<file path="src/rtl/fetch_unit.sv">
// Instruction fetch stage: PC sequencing, in-order response buffering and redirect flush.
// Optional macro FETCH_BYPASS_EN forwards a response straight to decode when the buffer is empty.
module fetch_unit #(
    parameter logic [31:0] RESET_PC   = 32'h0000_0000,
    parameter int          FIFO_DEPTH = 2
) (
    input  logic        clk,
    input  logic        rst,
    output logic        imem_req_valid,
    input  logic        imem_req_ready,
    output logic [31:0] imem_req_addr,
    input  logic        imem_resp_valid,
    input  logic [31:0] imem_resp_data,
    output logic [31:0] ins,
    output logic [31:0] ins_pc,
    output logic        ins_valid,
    input  logic        ins_ready,
    input  logic        redirect_valid,
    input  logic [31:0] redirect_pc
);

    localparam int PTR_W = (FIFO_DEPTH > 1) ? $clog2(FIFO_DEPTH) : 1;
    localparam int CNT_W = $clog2(FIFO_DEPTH + 1) + 1;
    localparam logic [CNT_W-1:0] DEPTH_C  = CNT_W'(FIFO_DEPTH);
    localparam logic [PTR_W-1:0] LAST_PTR = PTR_W'(FIFO_DEPTH - 1);
    localparam logic [31:0]      NOP      = 32'h0000_0013;

    function automatic logic [PTR_W-1:0] ptr_inc(input logic [PTR_W-1:0] p);
        return (p == LAST_PTR) ? '0 : p + PTR_W'(1);
    endfunction

    function automatic logic [31:0] word_align(input logic [31:0] a);
        return {a[31:2], 2'b00};
    endfunction

    logic [31:0]      pc;
    logic [31:0]      resp_pc;
    logic [CNT_W-1:0] count;
    logic [CNT_W-1:0] outstanding;
    logic [CNT_W-1:0] discard;
    logic [CNT_W-1:0] out_next;
    logic [PTR_W-1:0] rd_ptr;
    logic [PTR_W-1:0] wr_ptr;
    logic [31:0]      ins_mem [FIFO_DEPTH];
    logic [31:0]      pc_mem  [FIFO_DEPTH];

    logic req_fire;
    logic resp_keep;
    logic resp_drop;
    logic fifo_empty;
    logic bypass;
    logic push;
    logic pop;

    // Credit covers both in-flight requests and buffered words, so a response never hits a full FIFO.
    assign imem_req_valid = !rst && !redirect_valid && ((outstanding + count) < DEPTH_C);
    assign imem_req_addr  = pc;
    assign req_fire       = imem_req_valid && imem_req_ready;
    assign resp_keep      = imem_resp_valid && !redirect_valid && (discard == '0);
    assign resp_drop      = imem_resp_valid && !redirect_valid && (discard != '0);
    assign fifo_empty     = (count == '0);

`ifdef FETCH_BYPASS_EN
    assign bypass = !rst && fifo_empty && resp_keep;
`else
    assign bypass = 1'b0;
`endif

    always_comb begin
        ins_valid = !rst && (!fifo_empty || bypass);
        ins       = NOP;
        ins_pc    = 32'h0000_0000;
        if (!fifo_empty) begin
            ins    = ins_mem[rd_ptr];
            ins_pc = pc_mem[rd_ptr];
        end else if (bypass) begin
            ins    = imem_resp_data;
            ins_pc = resp_pc;
        end
    end

    // A bypassed word consumed by decode in the same cycle never occupies a slot.
    assign pop      = !redirect_valid && !fifo_empty && ins_ready;
    assign push     = resp_keep && !(bypass && ins_ready);
    assign out_next = outstanding + CNT_W'(req_fire) - CNT_W'(imem_resp_valid);

    always_ff @(posedge clk) begin
        if (rst) begin
            pc          <= word_align(RESET_PC);
            resp_pc     <= word_align(RESET_PC);
            count       <= '0;
            outstanding <= '0;
            discard     <= '0;
            rd_ptr      <= '0;
            wr_ptr      <= '0;
        end else begin
            outstanding <= out_next;
            if (redirect_valid) begin
                // Everything still in flight after this cycle belongs to the old stream.
                pc      <= word_align(redirect_pc);
                resp_pc <= word_align(redirect_pc);
                count   <= '0;
                rd_ptr  <= '0;
                wr_ptr  <= '0;
                discard <= out_next;
            end else begin
                if (req_fire)  pc      <= pc + 32'd4;
                if (resp_keep) resp_pc <= resp_pc + 32'd4;
                if (resp_drop) discard <= discard - CNT_W'(1);
                if (push)      wr_ptr  <= ptr_inc(wr_ptr);
                if (pop)       rd_ptr  <= ptr_inc(rd_ptr);
                count <= count + CNT_W'(push) - CNT_W'(pop);
            end
        end
    end

    always_ff @(posedge clk) begin
        if (push) begin
            ins_mem[wr_ptr] <= imem_resp_data;
            pc_mem[wr_ptr]  <= resp_pc;
        end
    end

endmodule

</file>
<file path="config.mk">
export PLATFORM = sky130hd
export DESIGN_NAME = fetch_unit
export DESIGN_NICKNAME = d
export VERILOG_FILES = /design/src/rtl/fetch_unit.sv
export SDC_FILE = /design/constraint.sdc
export NUM_CORES = 1
export LEC_CHECK = 0
export BUFFER_PORTS_ARGS = -buffer_cell sky130_fd_sc_hd__buf_2
export CORE_UTILIZATION = 55
export DETAILED_ROUTE_END_ITERATION = 7
export GPL_TIMING_DRIVEN = 1
export PLACE_DENSITY_LB_ADDON = 0.05
export RECOVER_POWER = 100
export SYNTH_ARGS = -nofsm -noshare
export SYNTH_HDL_FRONTEND = slang
export SYNTH_SLANG_ARGS = --single-unit
</file>
<file path="constraint.sdc">
create_clock -name clk -period 6.25 [get_ports clk]
set_input_delay 0.625 -clock clk [delete_from_list [all_inputs] [get_ports clk]]
set_output_delay 0.625 -clock clk [all_outputs]
set_load 0.05 [all_outputs]
</file>
# --- Word level (Yosys, flattened, before mapping) ---
# Memories as Yosys holds them, arrays and structs flattened. A register that Yosys moved wholly into a read port is not among the register bits.
# Index checks and enable logic that the tools add are counted.
# W data, S select, Z words.
classes:
  n_addsub: 10
  order_cmp: 1
  mux: 16
  n_reduce_logical: 19
op_table:
  columns: ["op", "count"]
  rows:
  - ["$mux W32", 6]
  - ["$add A32 B3 Y32 const B", 2]
  - ["$logic_and A1 B1 Y1", 9]
  - ["$mux W1", 8]
  - ["$add A3 B1 Y3", 2]
  - ["$logic_not A3 Y1", 2]
  - ["$mux W3", 2]
  - ["$reduce_bool A2 Y1", 3]
  - ["$sub A3 B1 Y3", 2]
  - ["$add A3 B3 Y3", 1]
  - ["$logic_not A1 Y1", 3]
  - ["$lt A3 B2 Y1 const B", 1]
  - ["$reduce_bool A3 Y1", 1]
  - ["$sub A3 B1 Y3 const B", 1]
  - ["$add A1 B1 Y1 const B", 2]
  - ["$reduce_or A2 Y1", 1]
totals:
  reg_bits: 75
  mem_bits_rw: 128
  in_bits: 70
  out_inout_bits: 98
  n_memories: 2
memory_table:
  columns: ["name", "words", "width", "read_ports", "rd_clocked_by_memory_dff", "wr", "line_no", "text"]
  rows:
  - ["ins_mem", 2, 32, 1, 1, 1, "44", "logic [31:0] ins_mem [FIFO_DEPTH];"]
  - ["pc_mem", 2, 32, 1, 1, 1, "45", "logic [31:0] pc_mem [FIFO_DEPTH];"]

# --- Depth between registers and ports, before layout ---
# Gate-level depths: netlist of the first run.
depth:
  depth_word: 7
  mapped_depth: 16
  ltp_nobuf: 13

# --- Worst setup path after synthesis of the first run ---
# No wires, ideal clock.
synth_path:
  path_kind: "input to register"
  startpoint: "input port redirect_valid"
  endpoint: "memory ins_mem[0][0] (enable)"
  arrival_ns: 4.131
  slack_ns: 1.636
  path_stages: 6
  n_path_buf: 3
  path_cell_list: "clkbuf_1 clkinv_1 clkbuf_1 clkbuf_1 nand2_1 nor2_1"
synth_between:
  elab_chain_len: 5
synth_lines:
  columns: ["element", "line_no", "text"]
  rows:
  - ["start, declared", "18", "input logic redirect_valid,"]
  - ["$logic_not A1 Y1", "59", "assign resp_keep = imem_resp_valid && !redirect_valid && (discard == '0);"]
  - ["$logic_and A1 B1 Y1 (2 in a row)", "59", null]
  - ["$mux W1", "118", "if (push) begin"]
  - ["$mux W1 (implied by the code)", "119", "ins_mem[wr_ptr] <= imem_resp_data;"]
  - ["end, declared", "44", null]
# No other way between the ends.

# --- Final worst setup path of the first run ---
layout_path:
  startpoint: "register count[1]"
  endpoint: "register discard[2]"
layout_between:
  elab_chain_len: 7
layout_lines:
  columns: ["element", "line_no", "text"]
  rows:
  - ["start, declared", "38", "logic [CNT_W-1:0] count;"]
  - ["start signal, assigned", "112", "count <= count + CNT_W'(push) - CNT_W'(pop);"]
  - ["$add A3 B3 Y3", "56", "assign imem_req_valid = !rst && !redirect_valid && ((outstanding + count) < DEPTH_C);"]
  - ["$lt A3 B2 Y1", "56", null]
  - ["$logic_and A1 B1 Y1", "56", null]
  - ["$logic_and A1 B1 Y1", "58", "assign req_fire = imem_req_valid && imem_req_ready;"]
  - ["$add A3 B1 Y3", "85", "assign out_next = outstanding + CNT_W'(req_fire) - CNT_W'(imem_resp_valid);"]
  - ["$sub A3 B1 Y3", "85", null]
  - ["$mux W3", "98", "if (redirect_valid) begin"]
  - ["end signal, assigned", "105", "discard <= out_next;"]
  - ["end signal, assigned", "109", "if (resp_drop) discard <= discard - CNT_W'(1);"]
  - ["end, declared", "40", "logic [CNT_W-1:0] discard;"]
# No other way between the ends.
# A chain may end at the register's enable or synchronous reset.

==> results of run 1 <==
==> state kept, by name, summed over array words and instances, names as in the netlist, named ones only <==
signal / count
resp_pc: 30
wr_ptr: 1
discard: 3
outstanding: 3
rd_ptr: 1
imem_req_addr: 30
ins_mem: 64
count: 3
pc_mem: 60
==> cells in the final DEF (no fill, tap or decap), types with 21 or more instances in the layout <==
cell type / Yosys / routed
edfxtp_1: 124 / 124
clkbuf_1: 30 / 116
nor2_1: 99 / 99
dfxtp_1: 72 / 71
mux2i_1: 67 / 67
nand2_1: 55 / 55
buf_2: 4 / 49
xnor2_1: 31 / 31
nand3_1: 27 / 27
a21oi_1: 23 / 23
inv_1: 19 / 21
==> stage by stage <==
| stage | setup slack, ps | util | instance area [sq um] |
|---|---|---|---|
| floorplan | 1640 | - | 8710 |
| global placement | 2790 | 0.631 | 9660 |
| detailed placement | 2680 | 0.631 | 9660 |
| CTS | 2660 | 0.665 | 10200 |
| global route | 1340 | 0.655 | 10000 |
| finish | 1620 | 0.655 | 10000 |
==> path summary, 6_finish.rpt <==
kind / slack, ps / end / from / cells after the start
setup / recovery: 1620 / discard[2] / count[1] / 14
hold / removal: 380 / ins_mem[0][9] / imem_resp_data[9] / 1
hold reg to reg: 510 / pc_mem[1][17] / resp_pc[17] / 0
setup reg to reg: 1620 / discard[2] / count[1] / 14
==> where the power goes <==
part	switching [mW]	internal, mW	total, mW
clock	0.474	0.513	0.986
combinational	0.341	0.139	0.481
sequential	0.0685	1.48	1.55
total	0.884	2.13	3.02
==> per-layer routing <==
metal	routed length [um]	vias up	share of wire
met4	392	0	0.021
met2	8820	260	0.46
li1	-	3075	-
met1	8670	3010	0.46
met3	1090	26	0.058
met5	0	-	0
==> final cells by class <==
class,instances,area (sq um),share of cell area
Sequential cell,196,5170,0.515
Multi-Input combinational cell,507,3280,0.327
Timing Repair Buffer,168,707,0.0705
Clock buffer,18,429,0.0428
Tap cell,211,264,0.0263
Clock inverter,14,104,0.0104
Inverter,21,78.8,0.00786
==> cells by family (layout without fill, tap and decap cells) <==
group	count (synthesis)	count (layout)	synth area share
buffers and inverters	64	221	0.0312
XOR/XNOR	43	43	0.0450
other	1	4	0.000431
multiplexers	71	71	0.0823
AO/OA/AOI/OAI	101	101	0.0729
AND/OR/NAND/NOR	277	277	0.156
flip-flops	196	196	0.594
adder cells (fa/ha/maj)	11	11	0.0184
==> impl_summary.txt, run 1 <==
----------------------------------------------------
[Run status]
  Result of the run ... finished, violations left
  Violated checks ... capacitance limit, slew limit

[Synth]
  Cell taking the most area after synthesis ... edfxtp_1
  Dominant synthesized flop cell ... edfxtp_1
  Count of unique library cells instantiated by Yosys ... 55
  Warnings, synthesis ... 0
  FF+latch count, synth ... 196
  Synthesized area divided by synthesized cell count ... 11.4 sq um
  Number of instances in the synthesized netlist ... ~760
  Most used standard cell by instance count after synthesis ... edfxtp_1
  Area fraction of the dominant cell type after synthesis ... 0.428
  Count of flip-flops with a built-in enable after synthesis ... between 100 and 150
  Cell area after synthesis ... between 8000 and 9000 sq um
  Share of synthesized flip-flops with an asynchronous set or reset ... 0
  Top cell types by occurrence after synthesis ... edfxtp_1, nor2_1, dfxtp_1
  Leading cell types by total area after synthesis ... edfxtp_1, dfxtp_1, mux2i_1
  Proportion of synthesized chip area in sequential cells ... 0.594

[Clock network]
  Clock-pin slew reported for the worst setup and hold paths after clock tree synthesis ... roughly 70 ps
  Post-CTS Hold Buffers ... 0
  Post-CTS Resized ... 0
  CTS root buf ... clkbuf_16
  Maximum buffer depth of the clock tree ... 2
  Number of buffers added by the clock tree synthesis step ... 17
  CTS tree ... done
  Clock network latency to the later pin of the worst-skew pair ... around 430 ps
  Clock tree sinks ... slightly below 200
  Post-CTS repair timing setup buffer count ... 0
  CTS H-tree lvls ... 4

[Floorplan]
  Horizontal extent of the die ... ~130 um
  Std cell rows ... 45
  Starting Density ... 0.568
  Top-level port count ... about 170
  Total die area ... 16300 sq um
  Total core area ... about 15000 sq um
  Die boundary height ... around 130 um

[Timing]
  Actual transition at the worst max-transition pin ... approximately 3200 ps
  Number of setup violations in the final report ... 0
  Slew margin rel. ... -1.16
  Final critical-path required period ... roughly 4600 ps
  Final worst clock skew ... slightly below 10 ps
  Worst hold margin ... 384 ps
  Final number of max-transition violations ... 173
  Setup Total Neg Slack ... 0 ps
  Final Hold Vio Count ... 0
  Setup repair after global routing missed its margin ... false
  Fmax ... approximately 0.22 GHz
  Final period util ... 0.741

[Power and ir drop]
  Peak supply drop ... between 0.15 and 0.2 mV
  Final Total Pwr ... 3.02 mW
  Leakage power of the design ... 3.31 nW
  Power per standard cell area ... 301 nW/um^2

[Finish]
  Share of layout cells above drive strength 1 ... 0.102
  Non-filler instance count after layout ... about 1.1k
  Antenna Diode Count ... 0
  Post-layout nets ... 992
  Area growth from synthesis to layout ... 15.3%
  Filler cells ... between 1k and 1.5k

[Global routing]
  Overall fraction of global-route tracks in use ... 0.239
  Global-route wire length before repair ... 30000 um
  Vias in the first global route ... between 6k and 7k
  Remaining global-route overflow ... 0
  Maximum number of pins on one net before global-route repair ... slightly below 80
  M3 GR Usage ... 0.0434
  Met1 track demand over resource in global routing ... 0.322
  Most Crowded Layer GR ... met2
  Met2 demand-to-capacity share in global routing ... 0.382
  Antenna violations before repair ... 0

[Route]
  Count of vias placed by the detailed router ... approximately 6.4k
  Number of nets still failing antenna checks after routing ... 0
  Avg Vias per Cell ... about 5.6
  Post-Route WL ... 19000 um
  Drt pass-1 iters ... 5
  Drt initial violations ... 421
  WL per Instance ... approximately 17 um
  DRC viols ... 0

[Place]
  Cell total after placement ... 1103
  Global placement routability congestion ... about 0.89
  Number of port buffers ... between 150 and 200
  Post-detail-place hpwl ... 12600 um

[Critical path]
  Critical path class ... flip-flop to flip-flop
  Delay of the slowest critical-path stage ... between 700 and 800 ps
  Arrival time reported for the critical path endpoint ... 4950 ps
  Critical path's top delay family ... buffers and inverters
  Worst setup SP type ... flip-flop
  Critical-path top delay cell ... clkbuf_1
  Endpoint required time on the critical path ... 6560 ps
  Combined buffer and inverter count along the critical path ... 4
  Largest fanout of any net on the critical path ... 30
  Kind of capture point of the worst setup path ... flip-flop
  Series of cell instances along the critical path ... inv_1 > fa_1 > xor3_1 > and4_1 > clkbuf_1 > inv_1 > ha_1 > inv_1 > ha_1 > fa_1 > xnor2_1 > xnor2_1 > nor2_1 > a22o_1
  Library cell appearing most often on the critical path ... inv_1

[Flow run]
  Max-Cap Viols ... 3

[Hold path]
  Type of the most critical hold path ... input port to flip-flop

----------------------------------------------------
Note: power is estimated with default switching activity, not from simulation.
==> inputs of run 2 (changes only) <==
==> constraint.sdc (replaced) <==
create_clock -name clk -period 4.5 [get_ports clk]
set_input_delay 0.45 -clock clk [delete_from_list [all_inputs] [get_ports clk]]
set_output_delay 0.45 -clock clk [all_outputs]
set_load 0.05 [all_outputs]
==> run 2 against run 1 <==
Cell count is the same. Sequential share of layout area decreased by 0.11 points. The flow still finishes with violations (capacitance limit, slew limit). Wire length grew 2.2%. Highest routed layer unchanged. Clock-buffer cell count is 1 lower. Critical path depth shrank 11. Critical endpoint is now ins_pc[22]. Largest power group unchanged. Critical path type is now flip-flop to primary output. Hold slack worse by 170 ps. Clock power increased by 46%.
==> impl_summary.txt, run 2 (synthesized netlist as in run 1, its figures left out) <==
----------------------------------------------------
[Global routing]
  Remaining global-route overflow ... 0
  Antenna violations before repair ... 0
  Vias in the first global route ... around 6k
  Global-route wire length before repair ... between 30000 and 40000 um
  Maximum number of pins on one net before global-route repair ... 63
  Overall fraction of global-route tracks in use ... 0.242

[Timing]
  Final critical-path required period ... 3530 ps
  Actual transition at the worst max-transition pin ... between 2000 and 2500 ps
  Fmax ... 0.283 GHz
  Number of setup violations in the final report ... 0
  Setup Total Neg Slack ... 0 ps
  Setup repair after global routing missed its margin ... false
  Final worst clock skew ... between 9 and 10 ps
  Slew margin rel. ... -0.448
  Final number of max-transition violations ... around 110
  Final period util ... 0.784
  Final Hold Vio Count ... 0

[Critical path]
  Critical path class ... flip-flop to primary output
  Kind of capture point of the worst setup path ... primary output
  Critical-path top delay cell ... dfxtp_2
  Critical path's top delay family ... flip-flops
  Series of cell instances along the critical path ... mux2i_1 > nor2_1 > clkbuf_1
  Largest fanout of any net on the critical path ... between 60 and 70
  Delay of the slowest critical-path stage ... between 1500 and 2000 ps
  Crit Reg-Reg Endpoint ... imem_req_addr[22]
  Number of cell instances on the worst register-to-register path ... 8
  Reg2reg setup slack ... roughly 1300 ps
  Origin of the critical flop-to-flop path ... count[1]
  Combined buffer and inverter count along the critical path ... 1
  Arrival time reported for the critical path endpoint ... around 3100 ps
  Critical path destination ... ins_pc[22]
  Worst setup SP type ... flip-flop
  Number of logic stages on the critical path including buffering ... 3
  Endpoint required time on the critical path ... between 4000 and 5000 ps

[Clock network]
  CTS tree ... done
  Maximum buffer depth of the clock tree ... 2
  CTS root buf ... clkbuf_16
  CTS H-tree lvls ... 4
  Clock network latency to the later pin of the worst-skew pair ... 420 ps
  Post-CTS repair timing setup buffer count ... 0
  Number of buffers added by the clock tree synthesis step ... 17
  Post-CTS Resized ... 0
  Clock-pin slew reported for the worst setup and hold paths after clock tree synthesis ... about 70 ps
  Post-CTS Hold Buffers ... 0
  Clock tree sinks ... ~200

[Floorplan]
  Top-level port count ... 168
  Total core area ... about 15000 sq um
  Total die area ... approximately 16000 sq um
  Die boundary height ... 128 um
  Horizontal extent of the die ... ~130 um
  Starting Density ... 0.568
  Std cell rows ... 45

[Route]
  WL per Instance ... roughly 17 um
  Number of nets still failing antenna checks after routing ... 0
  Drt pass-1 iters ... 5
  Post-Route WL ... 19400 um
  DRC viols ... 0
  Drt initial violations ... roughly 360
  Avg Vias per Cell ... ~5.7
  Count of vias placed by the detailed router ... ~6.4k

[Finish]
  Area growth from synthesis to layout ... 15.5%
  Number of flip-flops under the largest register name ... 64
  Area occupied by multi-input gates ... 3270 sq um
  Registers with the highest flip-flop counts ... ins_mem x64, pc_mem x60
  Final non-filler cell area ... around 10000 sq um
  Storage element area ... around 5200 sq um
  Filler cells ... approximately 1.3k
  Share of layout cells above drive strength 1 ... 0.105
  Antenna Diode Count ... 0
  Largest register by flop count ... ins_mem
  Highest-count cells in the layout ignoring fill and taps ... edfxtp_1, clkbuf_1, nor2_1
  Post-layout nets ... between 900 and 1k
  Most common library cell in the layout ignoring fill and taps ... edfxtp_1

[Place]
  Post-detail-place hpwl ... approximately 13000 um
  Global placement routability congestion ... approximately 0.9
  Dpl cell area ... approximately 9700 sq um
  Number of port buffers ... between 150 and 200

[Hold path]
  Type of the most critical hold path ... input port to flip-flop

[Power and ir drop]
  Final Total Pwr ... about 4.3 mW
  Peak supply drop ... about 0.25 mV
  Leakage power of the design ... around 3.3 nW
  Power per standard cell area ... ~420 nW/um^2

[Run status]
  Result of the run ... finished, violations left
  Violated checks ... capacitance limit, slew limit

[Flow run]
  Max-Cap Viols ... 2

----------------------------------------------------
run 2: cell types whose count changed in the layout (fill, tap and decap cells not counted), sizes merged:
| cell | change |
|---|---|
| bufinv | +1 |
| buf | +3 |
| clkbuf | -2 |
| clkinvlp | +1 |
| clkinv | -6 |
| inv | +3 |
run 2: metrics by stage:
stage | instances | utilization | setup slack (ps) | hold WS (ps)
finish | 1135 | 0.656 | 971 | 214
global route | 1135 | 0.656 | 719 | 189
CTS | 1135 | 0.667 | 1430 | 194
detailed placement | 1105 | 0.632 | 1450 | 487
global placement | 1105 | 0.632 | 1530 | 484
floorplan | 767 | - | 61.5 | 447
run 2: worst min-delay path by stage:
stage / slack, ps / end / start / cells past startpoint
after floorplan: 450 / pc_mem[0][31] / resp_pc[31] / 0
after global placement: 480 / pc_mem[1][17] / resp_pc[17] / 0
after detailed placement: 490 / pc_mem[1][17] / resp_pc[17] / 0
after CTS: 190 / ins_mem[0][7] / imem_resp_data[7] / 1
after global routing: 190 / ins_mem[0][7] / imem_resp_data[7] / 1
final: 210 / ins_mem[0][7] / imem_resp_data[7] / 1
run 2: where the power goes:
part | internal [mW] | switching (mW) | total (mW)
logic | 0.193 | 0.477 | 0.670
registers | 2.06 | 0.0969 | 2.16
clock network | 0.766 | 0.670 | 1.44
run 2: layout make-up:
type / count / area share
flip-flops and latches: 196 / 0.514
clock buffers: 17 / 0.0423
well taps: 211 / 0.0263
repair buffers: 170 / 0.0712
inverters: 21 / 0.00784
clock inverters: 13 / 0.0125
multi-input cells: 507 / 0.326
run 2: routing by layer:
layer  global-route usage  part of all wire  up-vias
met1                0.321              0.45     3063
met4               0.0907             0.021        0
met3               0.0501             0.063       34
li1                     -                 -     3069
met5                    0                 0        -
met2                0.392              0.46      253
run 2: worst reg2reg max path, cell delays in order, from the launching register on:
cell and delay (ps):
dfxtp_1 390, inv_1 120, fa_1 430, xor3_1 210, and4_1 220, clkbuf_1 640, nand3_1 460, or3_1 440
a31oi_1 190
==> inputs of run 3 (changes only) <==
--- a/config.mk
+++ b/config.mk
@@ -5,8 +5,9 @@
 export SDC_FILE = /design/constraint.sdc
 export NUM_CORES = 1
 export LEC_CHECK = 0
+export ABC_AREA = 1
 export BUFFER_PORTS_ARGS = -buffer_cell sky130_fd_sc_hd__buf_2
-export CORE_UTILIZATION = 55
+export CORE_UTILIZATION = 57
 export DETAILED_ROUTE_END_ITERATION = 7
 export GPL_TIMING_DRIVEN = 1
 export PLACE_DENSITY_LB_ADDON = 0.05
==> constraint.sdc (replaced) <==
create_clock -name clk -period 3.69 [get_ports clk]
set_input_delay 0.369 -clock clk [delete_from_list [all_inputs] [get_ports clk]]
set_output_delay 0.369 -clock clk [all_outputs]
set_load 0.05 [all_outputs]
==> run 3 against run 2 <==
The run still ends with capacitance limit, slew limit left. Cell count is 46% higher. Setup slack worse by 440 ps. Die area grew 10%. Sequential cell count stayed put. Clock skew hardly changed. Hold slack worse by 96 ps. Sequential share of layout area decreased by 5.7 points. Register-to-register slack got worse by 790 ps. Critical path depth rose by 10.
==> impl_summary.txt, run 3 <==
----------------------------------------------------
[Timing]
  Actual transition at the worst max-transition pin ... 1590 ps
  Final Hold Vio Count ... 0
  Final critical-path required period ... 3160 ps
  Number of setup violations in the final report ... 0
  Final period util ... 0.857
  Final worst clock skew ... approximately 9.5 ps
  Setup repair after global routing missed its margin ... false
  Setup Total Neg Slack ... 0 ps
  Slew margin rel. ... -0.0588
  Fmax ... roughly 0.32 GHz
  Final number of max-transition violations ... 63

[Route]
  Number of nets still failing antenna checks after routing ... 0
  Drt initial violations ... 567
  Post-Route WL ... 21600 um
  Avg Vias per Cell ... between 4 and 5
  WL per Instance ... 13.1 um
  DRC viols ... 0
  Drt pass-1 iters ... 5
  Count of vias placed by the detailed router ... approximately 8.2k

[Global routing]
  Overall fraction of global-route tracks in use ... 0.250
  Maximum number of pins on one net before global-route repair ... 63
  Remaining global-route overflow ... 0
  Global-route wire length before repair ... 34700 um
  Vias in the first global route ... between 7k and 8k
  Antenna violations before repair ... 0

[Hold path]
  Origin of the worst min-delay path ... imem_resp_data[10]
  Type of the most critical hold path ... input port to flip-flop
  Worst Hold Endpoint ... ins_mem[0][10]
  Cell count of the worst hold path ... 1

[Synth]
  Count of flip-flops with a built-in enable after synthesis ... 124
  Leading cell types by total area after synthesis ... edfxtp_1, nand2_1, dfxtp_1
  Synthesized area divided by synthesized cell count ... 7.78 sq um
  Adder-Cell Fraction of Synth Area ... 0.0161
  Number of instances in the synthesized netlist ... 1276
  Area fraction in and, or, nand and nor cells after synthesis ... 0.310
  Cell taking the most area after synthesis ... edfxtp_1
  Fraction of synthesized area in multiplexers ... 0
  Most used standard cell by instance count after synthesis ... nand2_1
  Post-synthesis xor/xnor area fraction ... 0.0168
  FF+latch count, synth ... just under 200
  Area fraction of the dominant cell type after synthesis ... 0.375
  Complex-gate fraction of the synthesized area ... 0.0512
  Share of synthesized flip-flops with an asynchronous set or reset ... 0
  Cell area after synthesis ... 9930 sq um
  Top cell types by occurrence after synthesis ... nand2_1, inv_1, edfxtp_1
  Dominant synthesized flop cell ... edfxtp_1
  Warnings, synthesis ... 0
  Main combinational cell family by area after synthesis ... simple AND/OR/NAND/NOR gates
  Count of unique library cells instantiated by Yosys ... 46
  Proportion of synthesized chip area in sequential cells ... 0.520

[Finish]
  Largest register by flop count ... ins_mem
  Share of layout cells above drive strength 1 ... 0.0850
  Filler cells ... 1482
  Number of flip-flops under the largest register name ... 64
  Storage element area ... 5170 sq um
  Post-layout nets ... approximately 1.5k
  Non-filler instance count after layout ... around 1.7k
  Area occupied by multi-input gates ... 3890 sq um
  Highest-count cells in the layout ignoring fill and taps ... nand2_1, inv_1, edfxtp_1
  Antenna Diode Count ... 0
  Registers with the highest flip-flop counts ... ins_mem x64, pc_mem x60
  Area growth from synthesis to layout ... 13.8%
  Most common library cell in the layout ignoring fill and taps ... nand2_1

[Critical path]
  Kind of capture point of the worst setup path ... flip-flop
  Critical path class ... flip-flop to flip-flop
  Arrival time reported for the critical path endpoint ... ~3600 ps
  Reg2reg setup slack ... 530 ps
  Largest fanout of any net on the critical path ... 3
  Worst setup SP type ... flip-flop
  Endpoint required time on the critical path ... ~4000 ps
  Crit Reg-Reg Endpoint ... discard[2]
  Number of cell instances on the worst register-to-register path ... 13
  Origin of the critical flop-to-flop path ... count[1]

[Clock network]
  CTS H-tree lvls ... 4
  Maximum buffer depth of the clock tree ... 2
  Clock network latency to the later pin of the worst-skew pair ... ~440 ps
  Clock-pin slew reported for the worst setup and hold paths after clock tree synthesis ... about 70 ps
  CTS tree ... done
  Post-CTS Resized ... 0
  Post-CTS Hold Buffers ... 0
  Post-CTS repair timing setup buffer count ... 0
  CTS root buf ... clkbuf_16
  Clock tree sinks ... slightly below 200
  Number of buffers added by the clock tree synthesis step ... 17

[Run status]
  Violated checks ... capacitance limit, slew limit
  Result of the run ... finished, violations left

[Power and ir drop]
  Switching portion of total power ... 0.292
  Power per standard cell area ... around 460 nW/um^2
  Final Total Pwr ... between 5 and 6 mW
  Switching component of the power ... about 1.5 mW
  Internal power consumption ... between 3 and 4 mW
  Peak supply drop ... about 0.36 mV
  Clk network pwr share ... 0.363
  Leakage power of the design ... between 5 and 6 nW
  Seq pwr share ... 0.491
  Fraction of power consumed by combinational cells ... 0.145

[Place]
  Global placement routability congestion ... 0.888
  Post-detail-place hpwl ... 14700 um
  Cell total after placement ... 1623
  Number of port buffers ... roughly 160

[Floorplan]
  Total core area ... ~17000 sq um
  Top-level port count ... 168
  Starting Density ... 0.590
  Horizontal extent of the die ... 134 um
  Die boundary height ... 134 um
  Std cell rows ... 47
  Total die area ... ~18000 sq um

[Flow run]
  Max-Cap Viols ... 1

----------------------------------------------------
[run 3: how the worst max path moves through the flow]
| stage | start | to | slack [ps] | cells after the start |
|---|---|---|---|---|
| 6_report | count[1] | discard[2] | 530 | 13 |
| 5_1_grt | discard[0] | pc_mem[1][20] | 300 | 7 |
| 4_1_cts | count[1] | discard[2] | 650 | 13 |
| 3_5_place_dp | count[1] | discard[2] | 670 | 13 |
| 3_3_place_gp | count[1] | discard[2] | 720 | 13 |
| 2_1_floorplan | count[1] | discard[2] | 550 | 14 |
[run 3: layout make-up]
| class | instances | area share |
|---|---|---|
| well taps | 220 | 0.0244 |
| clock buffers | 18 | 0.0380 |
| repair buffers | 169 | 0.0654 |
| inverters | 164 | 0.0550 |
| flip-flops and latches | 196 | 0.457 |
| clock inverters | 14 | 0.0161 |
| multi-input cells | 874 | 0.344 |
[run 3: power groups by stage]
stage	combinational, mW	sequential (mW)	clock, mW
3_5_place_dp	0.792	2.61	0
5_1_grt	0.840	2.58	2.01
2_1_floorplan	0.540	2.65	0
4_1_cts	0.795	2.56	1.92
3_3_place_gp	0.782	2.60	0
6_report	0.758	2.56	1.90
[run 3: critical path, stage by stage, from the launching register on]
cell and delay, ps:
dfxtp_1 370, inv_1 110, fa_1 540, inv_1 40
nor2_1 320, nand4_4 140, ha_1 280, inv_1 40
ha_1 180, fa_1 370, xor2_1 180, or2_2 270
a21oi_1 150, a21o_1 130
[run 3: cells by family (layout without fill, tap and decap cells)]
| kind of cell | Yosys count | after routing |
|---|---|---|
| simple gates | 746 | 746 |
| buf+inv | 209 | 365 |
| compound gates | 94 | 94 |
| other cells | 1 | 4 |
| fa+ha+maj | 11 | 11 |
| xor+xnor | 19 | 19 |
| flops | 196 | 196 |
[run 3: routing by layer]
layer	vias to the layer above	wire (um)	GRT usage
met1	3639	9720	0.345
met5	-	0	0
met2	260	10100	0.402
met3	30	1450	0.0401
met4	0	350	0.0871
li1	4292	-	-
[run 3: per-stage QoR]
stage,util,instance area [sq um],worst slack (ps),hold WS (ps)
after floorplan,-,9940,553,447
after global placement,0.647,10900,719,457
after detailed placement,0.647,10900,668,468
after CTS,0.683,11500,649,105
after global routing,0.672,11300,297,104
final,0.672,11300,528,118
